===== src/rtl/uart2wifi_core_uart_pkg.sv =====
// Shared FSM encoding and oversampling constants for the UART core.
package uart2wifi_core_uart_pkg;

  localparam int unsigned OVERSAMPLE  = 16;
  localparam int unsigned SAMPLE_TICK = 7;
  localparam int unsigned TICK_W      = $clog2(OVERSAMPLE);
  localparam int unsigned BIT_W       = 4;

  typedef enum logic [2:0] {
    ST_IDLE,
    ST_START,
    ST_DATA,
    ST_PARITY,
    ST_STOP
  } uart_state_t;

endpackage


===== src/rtl/uart2wifi_core_uart_fifo.sv =====
// Show-ahead synchronous FIFO; extra pointer bit separates full from empty.
module uart2wifi_core_uart_fifo #(
  parameter int unsigned WIDTH = 8,
  parameter int unsigned DEPTH = 16
) (
  input  logic             clk,
  input  logic             rst,
  input  logic             wr,
  input  logic [WIDTH-1:0] wdata,
  input  logic             rd,
  output logic [WIDTH-1:0] rdata,
  output logic             full,
  output logic             empty
);

  localparam int unsigned AW = $clog2(DEPTH);
  localparam int unsigned PW = AW + 1;

  logic [WIDTH-1:0] mem [DEPTH];
  logic [PW-1:0]    wr_ptr;
  logic [PW-1:0]    rd_ptr;
  logic             wr_ok;
  logic             rd_ok;

  assign empty = (wr_ptr == rd_ptr);
  assign full  = (wr_ptr[AW-1:0] == rd_ptr[AW-1:0]) && (wr_ptr[AW] != rd_ptr[AW]);
  assign wr_ok = wr && !full;
  assign rd_ok = rd && !empty;
  assign rdata = empty ? '0 : mem[rd_ptr[AW-1:0]];

  always_ff @(posedge clk or posedge rst) begin
    if (rst) begin
      wr_ptr <= '0;
      rd_ptr <= '0;
    end else begin
      if (wr_ok) wr_ptr <= wr_ptr + PW'(1);
      if (rd_ok) rd_ptr <= rd_ptr + PW'(1);
    end
  end

  always_ff @(posedge clk) begin
    if (wr_ok) mem[wr_ptr[AW-1:0]] <= wdata;
  end

endmodule


===== src/rtl/uart2wifi_core_uart_param.sv =====
// UART core: baud divider, TX/RX FSMs with FIFOs and sticky error flags.
// Parity logic is built only when UART2WIFI_PARITY_EN is defined.
module uart2wifi_core_uart_param
  import uart2wifi_core_uart_pkg::*;
#(
  parameter int unsigned DATA_W     = 8,
  parameter int unsigned FIFO_DEPTH = 16,
  parameter int unsigned DIV_W      = 16
) (
  input  logic              clk,
  input  logic              rst,
  input  logic [DIV_W-1:0]  baud_div,
  input  logic              stop2,
  input  logic              parity_en,
  input  logic              parity_odd,
  input  logic              tx_wr,
  input  logic [DATA_W-1:0] tx_data,
  output logic              tx_full,
  output logic              tx_busy,
  input  logic              rx_rd,
  output logic [DATA_W-1:0] rx_data,
  output logic              rx_empty,
  input  logic              rx,
  output logic              tx,
  input  logic              err_clr,
  output logic              frame_err,
  output logic              parity_err,
  output logic              overrun
);

  logic par_en_c;
  logic par_odd_c;
  logic par_set_c;
  logic frame_set_c;
  logic ovr_set_c;

  // Oversample tick generator; a zero divisor stalls everything.
  logic [DIV_W-1:0] div_cnt;
  logic             tick_c;

  assign tick_c = (baud_div != '0) && (div_cnt >= baud_div - DIV_W'(1));

  always_ff @(posedge clk or posedge rst) begin
    if (rst)                              div_cnt <= '0;
    else if (baud_div == '0 || tick_c)    div_cnt <= '0;
    else                                  div_cnt <= div_cnt + DIV_W'(1);
  end

  // ---------------- TX ----------------
  logic              tx_empty;
  logic [DATA_W-1:0] tx_head;
  logic              tx_pop_c;
  logic              tx_load_c;

  uart2wifi_core_uart_fifo #(.WIDTH(DATA_W), .DEPTH(FIFO_DEPTH)) u_tx_fifo (
    .clk(clk), .rst(rst), .wr(tx_wr), .wdata(tx_data), .rd(tx_pop_c),
    .rdata(tx_head), .full(tx_full), .empty(tx_empty)
  );

  uart_state_t       tx_state, tx_state_n;
  logic [TICK_W-1:0] tx_tick, tx_tick_n;
  logic [BIT_W-1:0]  tx_bit, tx_bit_n;
  logic [DATA_W-1:0] tx_shift, tx_shift_n;
  logic              tx_par, tx_par_n;
  logic              tx_two_stop, tx_two_stop_n;
  logic              tx_par_en, tx_par_en_n;
  logic              tx_n;

  always_ff @(posedge clk or posedge rst) begin
    if (rst) begin
      tx_state    <= ST_IDLE;
      tx_tick     <= '0;
      tx_bit      <= '0;
      tx_shift    <= '0;
      tx_par      <= 1'b0;
      tx_two_stop <= 1'b0;
      tx_par_en   <= 1'b0;
      tx          <= 1'b1;
      tx_busy     <= 1'b0;
    end else begin
      tx_state    <= tx_state_n;
      tx_tick     <= tx_tick_n;
      tx_bit      <= tx_bit_n;
      tx_shift    <= tx_shift_n;
      tx_par      <= tx_par_n;
      tx_two_stop <= tx_two_stop_n;
      tx_par_en   <= tx_par_en_n;
      tx          <= tx_n;
      tx_busy     <= (tx_state_n != ST_IDLE);
    end
  end

  // Bit boundaries fall on every 16th tick; format is latched at frame load.
  always_comb begin
    tx_state_n    = tx_state;
    tx_tick_n     = tx_tick;
    tx_bit_n      = tx_bit;
    tx_shift_n    = tx_shift;
    tx_par_n      = tx_par;
    tx_two_stop_n = tx_two_stop;
    tx_par_en_n   = tx_par_en;
    tx_n          = tx;
    tx_pop_c      = 1'b0;
    tx_load_c     = 1'b0;
    if (tick_c) begin
      if (tx_state == ST_IDLE) begin
        tx_load_c = !tx_empty;
      end else if (tx_tick != TICK_W'(OVERSAMPLE - 1)) begin
        tx_tick_n = tx_tick + TICK_W'(1);
      end else begin
        tx_tick_n = '0;
        case (tx_state)
          ST_START: begin
            tx_state_n = ST_DATA;
            tx_bit_n   = '0;
            tx_n       = tx_shift[0];
          end
          ST_DATA: begin
            if (tx_bit == BIT_W'(DATA_W - 1)) begin
              tx_bit_n = '0;
              if (tx_par_en) begin
                tx_state_n = ST_PARITY;
                tx_n       = tx_par;
              end else begin
                tx_state_n = ST_STOP;
                tx_n       = 1'b1;
              end
            end else begin
              tx_shift_n = tx_shift >> 1;
              tx_bit_n   = tx_bit + BIT_W'(1);
              tx_n       = tx_shift[1];
            end
          end
          ST_PARITY: begin
            tx_state_n = ST_STOP;
            tx_bit_n   = '0;
            tx_n       = 1'b1;
          end
          ST_STOP: begin
            if (tx_two_stop && tx_bit == '0) begin
              tx_bit_n = BIT_W'(1);
            end else if (!tx_empty) begin
              tx_load_c = 1'b1;
            end else begin
              tx_state_n = ST_IDLE;
              tx_n       = 1'b1;
            end
          end
          default: tx_state_n = ST_IDLE;
        endcase
      end
    end
    if (tx_load_c) begin
      tx_pop_c      = 1'b1;
      tx_state_n    = ST_START;
      tx_tick_n     = '0;
      tx_shift_n    = tx_head;
      tx_par_n      = (^tx_head) ^ par_odd_c;
      tx_two_stop_n = stop2;
      tx_par_en_n   = par_en_c;
      tx_n          = 1'b0;
    end
  end

  // ---------------- RX ----------------
  logic rx_meta, rx_sync, rx_prev;

  always_ff @(posedge clk or posedge rst) begin
    if (rst) begin
      rx_meta <= 1'b1;
      rx_sync <= 1'b1;
      rx_prev <= 1'b1;
    end else begin
      rx_meta <= rx;
      rx_sync <= rx_meta;
      rx_prev <= rx_sync;
    end
  end

  uart_state_t       rx_state, rx_state_n;
  logic [TICK_W-1:0] rx_tick, rx_tick_n;
  logic [BIT_W-1:0]  rx_bit, rx_bit_n;
  logic [DATA_W-1:0] rx_shift, rx_shift_n;
  logic              rx_par_en, rx_par_en_n;
  logic              rx_par_odd, rx_par_odd_n;
  logic              rx_push, rx_push_n;
  logic [DATA_W-1:0] rx_word, rx_word_n;
  logic              rx_full;
  logic              rx_sample_c;
  logic              rx_last_c;

  assign rx_sample_c = tick_c && (rx_tick == TICK_W'(SAMPLE_TICK));
  assign rx_last_c   = tick_c && (rx_tick == TICK_W'(OVERSAMPLE - 1));

  always_ff @(posedge clk or posedge rst) begin
    if (rst) begin
      rx_state   <= ST_IDLE;
      rx_tick    <= '0;
      rx_bit     <= '0;
      rx_shift   <= '0;
      rx_par_en  <= 1'b0;
      rx_par_odd <= 1'b0;
      rx_push    <= 1'b0;
      rx_word    <= '0;
    end else begin
      rx_state   <= rx_state_n;
      rx_tick    <= rx_tick_n;
      rx_bit     <= rx_bit_n;
      rx_shift   <= rx_shift_n;
      rx_par_en  <= rx_par_en_n;
      rx_par_odd <= rx_par_odd_n;
      rx_push    <= rx_push_n;
      rx_word    <= rx_word_n;
    end
  end

  // Tick count restarts at the detected edge; all bits sampled at tick 7.
  always_comb begin
    rx_state_n   = rx_state;
    rx_tick_n    = rx_tick;
    rx_bit_n     = rx_bit;
    rx_shift_n   = rx_shift;
    rx_par_en_n  = rx_par_en;
    rx_par_odd_n = rx_par_odd;
    rx_push_n    = 1'b0;
    rx_word_n    = rx_word;
    par_set_c    = 1'b0;
    frame_set_c  = 1'b0;
    if (rx_state == ST_IDLE) begin
      if (rx_prev && !rx_sync) begin
        rx_state_n   = ST_START;
        rx_tick_n    = '0;
        rx_par_en_n  = par_en_c;
        rx_par_odd_n = par_odd_c;
      end
    end else if (tick_c) begin
      rx_tick_n = rx_last_c ? '0 : rx_tick + TICK_W'(1);
      case (rx_state)
        ST_START: begin
          if (rx_sample_c && rx_sync) begin
            rx_state_n = ST_IDLE;
          end else if (rx_last_c) begin
            rx_state_n = ST_DATA;
            rx_bit_n   = '0;
          end
        end
        ST_DATA: begin
          if (rx_sample_c) rx_shift_n = {rx_sync, rx_shift[DATA_W-1:1]};
          if (rx_last_c) begin
            if (rx_bit == BIT_W'(DATA_W - 1)) rx_state_n = rx_par_en ? ST_PARITY : ST_STOP;
            else                              rx_bit_n   = rx_bit + BIT_W'(1);
          end
        end
        ST_PARITY: begin
          if (rx_sample_c) par_set_c = (rx_sync != ((^rx_shift) ^ rx_par_odd));
          if (rx_last_c)   rx_state_n = ST_STOP;
        end
        ST_STOP: begin
          if (rx_sample_c) begin
            rx_state_n = ST_IDLE;
            if (!rx_sync) begin
              frame_set_c = 1'b1;
            end else begin
              rx_push_n = 1'b1;
              rx_word_n = rx_shift;
            end
          end
        end
        default: rx_state_n = ST_IDLE;
      endcase
    end
  end

  uart2wifi_core_uart_fifo #(.WIDTH(DATA_W), .DEPTH(FIFO_DEPTH)) u_rx_fifo (
    .clk(clk), .rst(rst), .wr(rx_push), .wdata(rx_word), .rd(rx_rd),
    .rdata(rx_data), .full(rx_full), .empty(rx_empty)
  );

  assign ovr_set_c = rx_push && rx_full;

  // Sticky flags: a new event outranks a clear in the same cycle.
  always_ff @(posedge clk or posedge rst) begin
    if (rst) begin
      frame_err <= 1'b0;
      overrun   <= 1'b0;
    end else begin
      frame_err <= frame_set_c | (frame_err & ~err_clr);
      overrun   <= ovr_set_c | (overrun & ~err_clr);
    end
  end

`ifdef UART2WIFI_PARITY_EN
  assign par_en_c  = parity_en;
  assign par_odd_c = parity_odd;

  always_ff @(posedge clk or posedge rst) begin
    if (rst) parity_err <= 1'b0;
    else     parity_err <= par_set_c | (parity_err & ~err_clr);
  end
`else
  logic fmt_unused;
  assign par_en_c   = 1'b0;
  assign par_odd_c  = 1'b0;
  assign fmt_unused = parity_en ^ parity_odd ^ par_set_c;
  assign parity_err = 1'b0;
`endif

endmodule


===== config.mk =====
export PLATFORM = sky130hd
export DESIGN_NAME = uart2wifi_core_uart_param
export DESIGN_NICKNAME = d
export VERILOG_FILES = /design/src/rtl/uart2wifi_core_uart_pkg.sv /design/src/rtl/uart2wifi_core_uart_fifo.sv /design/src/rtl/uart2wifi_core_uart_param.sv
export SDC_FILE = /design/constraint.sdc
export NUM_CORES = 1
export LEC_CHECK = 0
export CORE_MARGIN = 4
export CORE_UTILIZATION = 40
export CTS_CLUSTER_SIZE = 14
export DETAILED_ROUTE_END_ITERATION = 10
export SLEW_MARGIN = 20
export SYNTH_ARGS = -nofsm -noshare
export SYNTH_HDL_FRONTEND = slang
export SYNTH_SLANG_ARGS = --single-unit

===== constraint.sdc =====
create_clock -name clk -period 7 [get_ports clk]
set_input_delay 1.4 -clock clk [delete_from_list [all_inputs] [get_ports clk]]
set_output_delay 1.4 -clock clk [all_outputs]
set_load 0.02 [all_outputs]

==> results of run 1 <==
layer usage:
| layer | track usage [%] | share of wire (%) |
|---|---|---|
| met1 | 18.7 | 45 |
| met2 | 23.0 | 50 |
| met3 | 2.32 | 3.1 |
| met4 | 3.22 | 1.6 |
| met5 | 0 | 0 |
report_power, final:
group	internal, mW	total [mW]	switching (mW)
logic	0.409	0.835	0.426
clock network	1.25	2.05	0.799
registers	2.37	2.56	0.193
logic make-up after synthesis:
kind of cell    count (synthesis)
simple gates                  229
xor+xnor                       55
flops                         347
buf+inv                        64
other cells                     1
mux                           112
compound gates                 66
fa+ha+maj                      33
Yosys cell counts (8+ instances only):
master	n
dfrtp_1	87
o21ai_0	17
nand2_1	58
and2_1	15
edfxtp_1	256
clkbuf_1	17
inv_1	30
mux4_2	80
nor3_1	16
xnor2_1	32
nor4_1	16
nand3_1	18
nand4_1	11
a21oi_1	11
nand2b_1	8
ha_1	33
mux2_2	28
nor2b_1	10
xor2_1	23
nor2_1	47
buf_2	8
sequential cells by signal, indices dropped and copies added, names as in the netlist, 3 cells and up:
name / cells
u_rx_fifo.mem: 128
u_tx_fifo.mem: 128
div_cnt: 16
rx_shift: 8
rx_word: 8
tx_shift: 8
u_rx_fifo.rd_ptr: 5
u_rx_fifo.wr_ptr: 5
u_tx_fifo.rd_ptr: 5
u_tx_fifo.wr_ptr: 5
rx_bit: 4
rx_tick: 4
tx_bit: 4
tx_tick: 4
rx_state: 3
tx_state: 3
metrics by stage:
stage	power, mW	utilization, %	instance area, µm²	cells
after floorplan	3.18	-	15000	907
after global placement	3.43	43.4	16000	1403
after detailed placement	3.45	43.4	16000	1403
after CTS	5.52	47.0	17300	1472
after global routing	5.72	47.0	17300	1472
final	5.44	47.0	17300	1472
worst register-to-register path, cell delays in order (launching register included):
cell and delay (ns):
dfrtp_1 0.42, ha_1 0.31, and4_1 0.31, o311ai_1 0.14, nor4_2 0.30, a211oi_4 0.14
nor2_2 0.71, mux2_2 0.42, mux2_2 0.25
cell type report:
class                      count  area, µm²
sequential                   347       9970
clock buffer                  47       1000
fill                        3193      19500
inverter                      31        119
tap                          468        586
clock inverter                22        289
multi-input combinational    496       4730
timing repair buffer          61        568
final timing paths:
| kind | depth (start not counted) | startpoint | end | slack, ns |
|---|---|---|---|---|
| worst min-delay path | 0 | rx_meta$_DFF_PP1_ | rx_sync$_DFF_PP1_ | 0.37 |
| worst min register to register | 0 | rx_meta$_DFF_PP1_ | rx_sync$_DFF_PP1_ | 0.37 |
| worst max-delay path | 13 | baud_div[5] | tx_shift[3]$_DFFE_PP0P_ | 1.64 |
| max in group asynchronous | 3 | rst | u_rx_fifo.rd_ptr[0]$_DFFE_PP0P_ | 4.61 |
| worst max register to register | 8 | div_cnt[13]$_DFF_PP0_ | tx_shift[3]$_DFFE_PP0P_ | 3.85 |
| min in group asynchronous | 2 | rst | tx_bit[0]$_DFFE_PP0P_ | 1.15 |
==> results.ini, run 1 <==
[status]
status = completed

[logic_synthesis]
netlist_area_um2 = 15000
synthAdderAreaFrac_pct = 2.76
synth_top_cell_area_share_pct = 51.4
async_flop_share_pct = 26.2
synthFlopType = edfxtp_1
synth.area.mux_share_pct = 14.4
synth.distinct_cells = 71
synth-edff-count = 256
synth_top_family_by_area = multiplexers
seq_area_frac_synth_pct = 66.6
synth_compound_area_share_pct = 3.11
syn_area_per_cell_um2 = 16.5
yosys_warnings = 0
synth_top_area_cell = edfxtp_1
synthTopCellsByArea = edfxtp_1 (51%), dfrtp_1 (15%), mux4_2 (12%)
postSynthNetCount = 973
synth_cells = 907
synth_xor_area_share_pct = 3.22
yosys.area_share.simple_pct = 8.10
ys_ff_latch = 347

[cts]
clock_path_buffers = 3
clock-sinks = 347
htree_levels = 2
numCtsBuffers = 38
path_clk_slew_ns = 0.06
cts_resized = 0
ctsHoldBuffers = 0
cts_tree = done
root_buffer = clkbuf_16
cts_setup_buffers = 0
clock_latency_ns = 0.53

[timing]
tns_ns = 0
post-route-min-period_ns = 5.36
finalCritPeriodShare_pct = 76.5
fmax_ghz = 0.187
setup_ws_ns = 1.64
hold_viol = 0
holdWs_ns = 0.366
slew_headroom_pct = 37.9
skew_ns = 0.0281
worst_pin_slew_ns = 0.932
setup_viol = 0
rsz0062_at_grt = no
maxSlewViolCount = 0

[layout]
area_delta_synth_final_pct = 15.4
layout_common_cells = edfxtp_1 (256), dfrtp_1 (85), mux4_2 (80)
n_antenna_cell = 0
drive_gt1_share_pct = 20.5
final_common_cell = edfxtp_1
fin_nets = 1041

[die]
core.rowCount = 70
die_w_um = 201
chipHeight_um = 201
ioPinCount = 48
coreArea_um2 = 36800
start_util_pct = 40.7
die-area_um2 = 40600

[place]
place_hpwl_mm = 18.4
dpl_worst_slack_ns = 1.05
numPortBuffers = 44
gp_congestion = 0.772

[job]
drv_cap = 0

[drt]
wl_per_cell_um = 18.5
viasPerCell = 5.22
dr.first_iter.drc_count = 354
first_pass_iters = 5
wirelength_mm = 27.2
vias = 7681
antenna_left = 0
drc = 0

[setup_path]
crit_type = input port to register
worst_ep_required_time_ns = 7.39
cp_num_buf_inv = 1
worst_path_most_repeated_cell = mux2_2
crit_chain = clkdlybuf4s50_1 > or4_4 > nand2b_1 > nor4_1 > xnor2_1 > ha_1 > and4_1 > o311ai_1 > nor4_2 > a211oi_4 > nor2_2 > mux2_2 > mux2_2
cpPeakStageDelay_ns = 0.71
worstSetupEndpointType = register
critPathTopFamily = simple AND/OR/NAND/NOR gates
crit_slowest_cell = nor2_2
cp_max_fo = 18
critPathArrivalTime_ns = 5.75
worstSetupStartpointType = input port

[power_and_ir_drop]
leakage_nw = 5.88
vdd_drop_max_mv = 0.254
power.density_nw_per_um2 = 315

[hold_path]
min_path_type = register to register

[global_route]
grt_max_degree = 75
grt_pass1_vias = 8068
antenna_found_initial = 0
grt_usage_pct = 13.7
gr-total-overflow = 0
grt_pass1_wl_mm = 44.8

No activity file was read; power rests on OpenSTA's default activity.
==> run 2: changes to the inputs <==
==> constraint.sdc (replaced) <==
create_clock -name clk -period 5.35 [get_ports clk]
set_input_delay 1.07 -clock clk [delete_from_list [all_inputs] [get_ports clk]]
set_output_delay 1.07 -clock clk [all_outputs]
set_load 0.02 [all_outputs]
==> run 2 against run 1 <==
Compared with the run above: count of clock-buffer cells in the layout is 7 higher; sequential power is 31% higher; sequential cell count stayed put; utilization is 0.13 points lower; critical endpoint is now rx_shift[5]$_DFFE_PP0P_; highest routed layer unchanged.
==> results.ini, run 2 (synthesis results as in run 1) <==
[cts]
root_buffer = clkbuf_16
numCtsBuffers = 38
clock_latency_ns = 0.52
cts_resized = 0
htree_levels = 2
cts_setup_buffers = 0
clock_path_buffers = 3
path_clk_slew_ns = 0.06
cts_tree = done
ctsHoldBuffers = 0
clock-sinks = 347

[place]
numPortBuffers = 44
place_hpwl_mm = 18.7
place_inst = 1415
gp_congestion = 0.797

[setup_path]
worstSetupStartpointType = input port
cp_max_fo = 8
worst_ep_required_time_ns = 5.74
crit_chain = clkdlybuf4s50_1 > or4_4 > nand2b_1 > nor4_1 > xnor2_1 > ha_1 > and4_1 > o311ai_1 > nor4_2 > a211oi_4 > buf_4 > nor4_4 > nand2_1 > mux2_2
crit_type = input port to register
crit_slowest_cell = or4_4
worstSetupEndpointType = register
cpPeakStageDelay_ns = 0.58
critPathArrivalTime_ns = 5.07

[die]
ioPinCount = 48
die_w_um = 201
chipHeight_um = 201
start_util_pct = 40.7
die-area_um2 = 40600
coreArea_um2 = 36800
core.rowCount = 70

[drt]
dr.first_iter.drc_count = 467
drc = 0
antenna_left = 0
first_pass_iters = 5
vias = 7701
wirelength_mm = 26.9
viasPerCell = 5.19
wl_per_cell_um = 18.1

[status]
status = completed

[layout]
final_cells = 1484
n_antenna_cell = 0
nFillCells = 3194
layout_common_cells = edfxtp_1 (256), dfrtp_1 (85), mux4_2 (80)
fin_nets = 1053
area_delta_synth_final_pct = 15.1
drive_gt1_share_pct = 20.8
final_common_cell = edfxtp_1

[timing]
rsz0062_at_grt = no
skew_ns = 0.00913
hold_viol = 0
worst_pin_slew_ns = 0.950
slew_headroom_pct = 36.4
setup_viol = 0
post-route-min-period_ns = 4.67
tns_ns = 0
fmax_ghz = 0.214
finalCritPeriodShare_pct = 87.4
maxSlewViolCount = 0

[job]
drv_cap = 0

[power_and_ir_drop]
pwr-share-seq_pct = 48.7
finalPower_mw = 6.87
power.density_nw_per_um2 = 399
leakage_nw = 5.87
vdd_drop_max_mv = 0.270
switchingPower_mw = 1.81
p_int_mw = 5.06
clkPwrFrac_pct = 35.3
p_comb_share_pct = 16.1
switching_share_pct = 26.4

[global_route]
grt_max_degree = 58
grt_pass1_wl_mm = 44.6
antenna_found_initial = 0
gr-total-overflow = 0
grt_usage_pct = 13.5
grt_pass1_vias = 8122

[hold_path]
min_path_type = register to register

[run 2: changes by cell type in the layout (fill, tap and decap cells not counted)]
cell	change
clkinvlp_2	-1
clkinv_8	-2
inv_6	-2
bufinv_16	-5
clkbuf_1	+6
clkinv_4	+1
clkbuf_16	+1
clkinv_1	+1
clkinvlp_4	+1
buf_4	+12
[run 2: stage by stage]
stage                     worst slack, ns  area, µm²  utilization (%)  hold slack (ns)
after floorplan                     0.970      15000                -            0.345
after global placement              0.173      16100             43.7            0.370
after detailed placement           0.0989      16100             43.7            0.372
after CTS                           0.646      17200             46.8            0.383
after global routing                0.441      17200             46.8            0.379
final                               0.677      17200             46.8            0.371
[run 2: layer usage]
layer	global-route usage [%]	routed length (µm)	vias up
met2	22.2	13300	117
met5	0	0	-
met3	2.45	1010	35
li1	-	-	3669
met4	3.20	474	0
met1	18.9	12100	3880
[run 2: power by group through the flow]
| stage | sequential, mW | clock [mW] | combinational [mW] |
|---|---|---|---|
| 2_1_floorplan | 3.25 | 0 | 0.915 |
| 3_3_place_gp | 3.40 | 0 | 1.11 |
| 3_5_place_dp | 3.41 | 0 | 1.12 |
| 4_1_cts | 3.35 | 2.50 | 1.13 |
| 5_1_grt | 3.39 | 2.62 | 1.23 |
| 6_report | 3.35 | 2.42 | 1.10 |
[run 2: final timing paths]
kind	startpoint	end	slack (ns)	cells past startpoint
setup / recovery	baud_div[6]	rx_shift[5]$_DFFE_PP0P_	0.68	14
hold / removal	rx_meta$_DFF_PP1_	rx_sync$_DFF_PP1_	0.37	0
setup reg to reg	u_tx_fifo.rd_ptr[3]$_DFFE_PP0P_	tx_busy$_DFF_PP0_	2.30	7
hold reg to reg	rx_meta$_DFF_PP1_	rx_sync$_DFF_PP1_	0.37	0
max in group asynchronous	rst	rx_meta$_DFF_PP1_	3.39	3
min in group asynchronous	rst	tx_bit[2]$_DFFE_PP0P_	1.03	2
[run 2: critical path, delay by kind of cell]
family	cells	cell delay [ns]
AND/OR/NAND/NOR	7	2.34
buffers and inverters	2	0.64
multiplexers	1	0.35
adder cells (fa/ha/maj)	1	0.32
AO/OA/AOI/OAI	2	0.22
XOR/XNOR	1	0.12
[run 2: final cells by class]
cell class                 instances  area (µm²)  share of cell area (%)
timing repair buffer              73         658                    3.82
clock buffer                      54        1050                    6.11
clock inverter                    15         104                   0.603
multi-input combinational        496        4730                    27.5
sequential                       347        9970                    57.9
tap                              468         586                    3.40
inverter                          31         119                   0.690
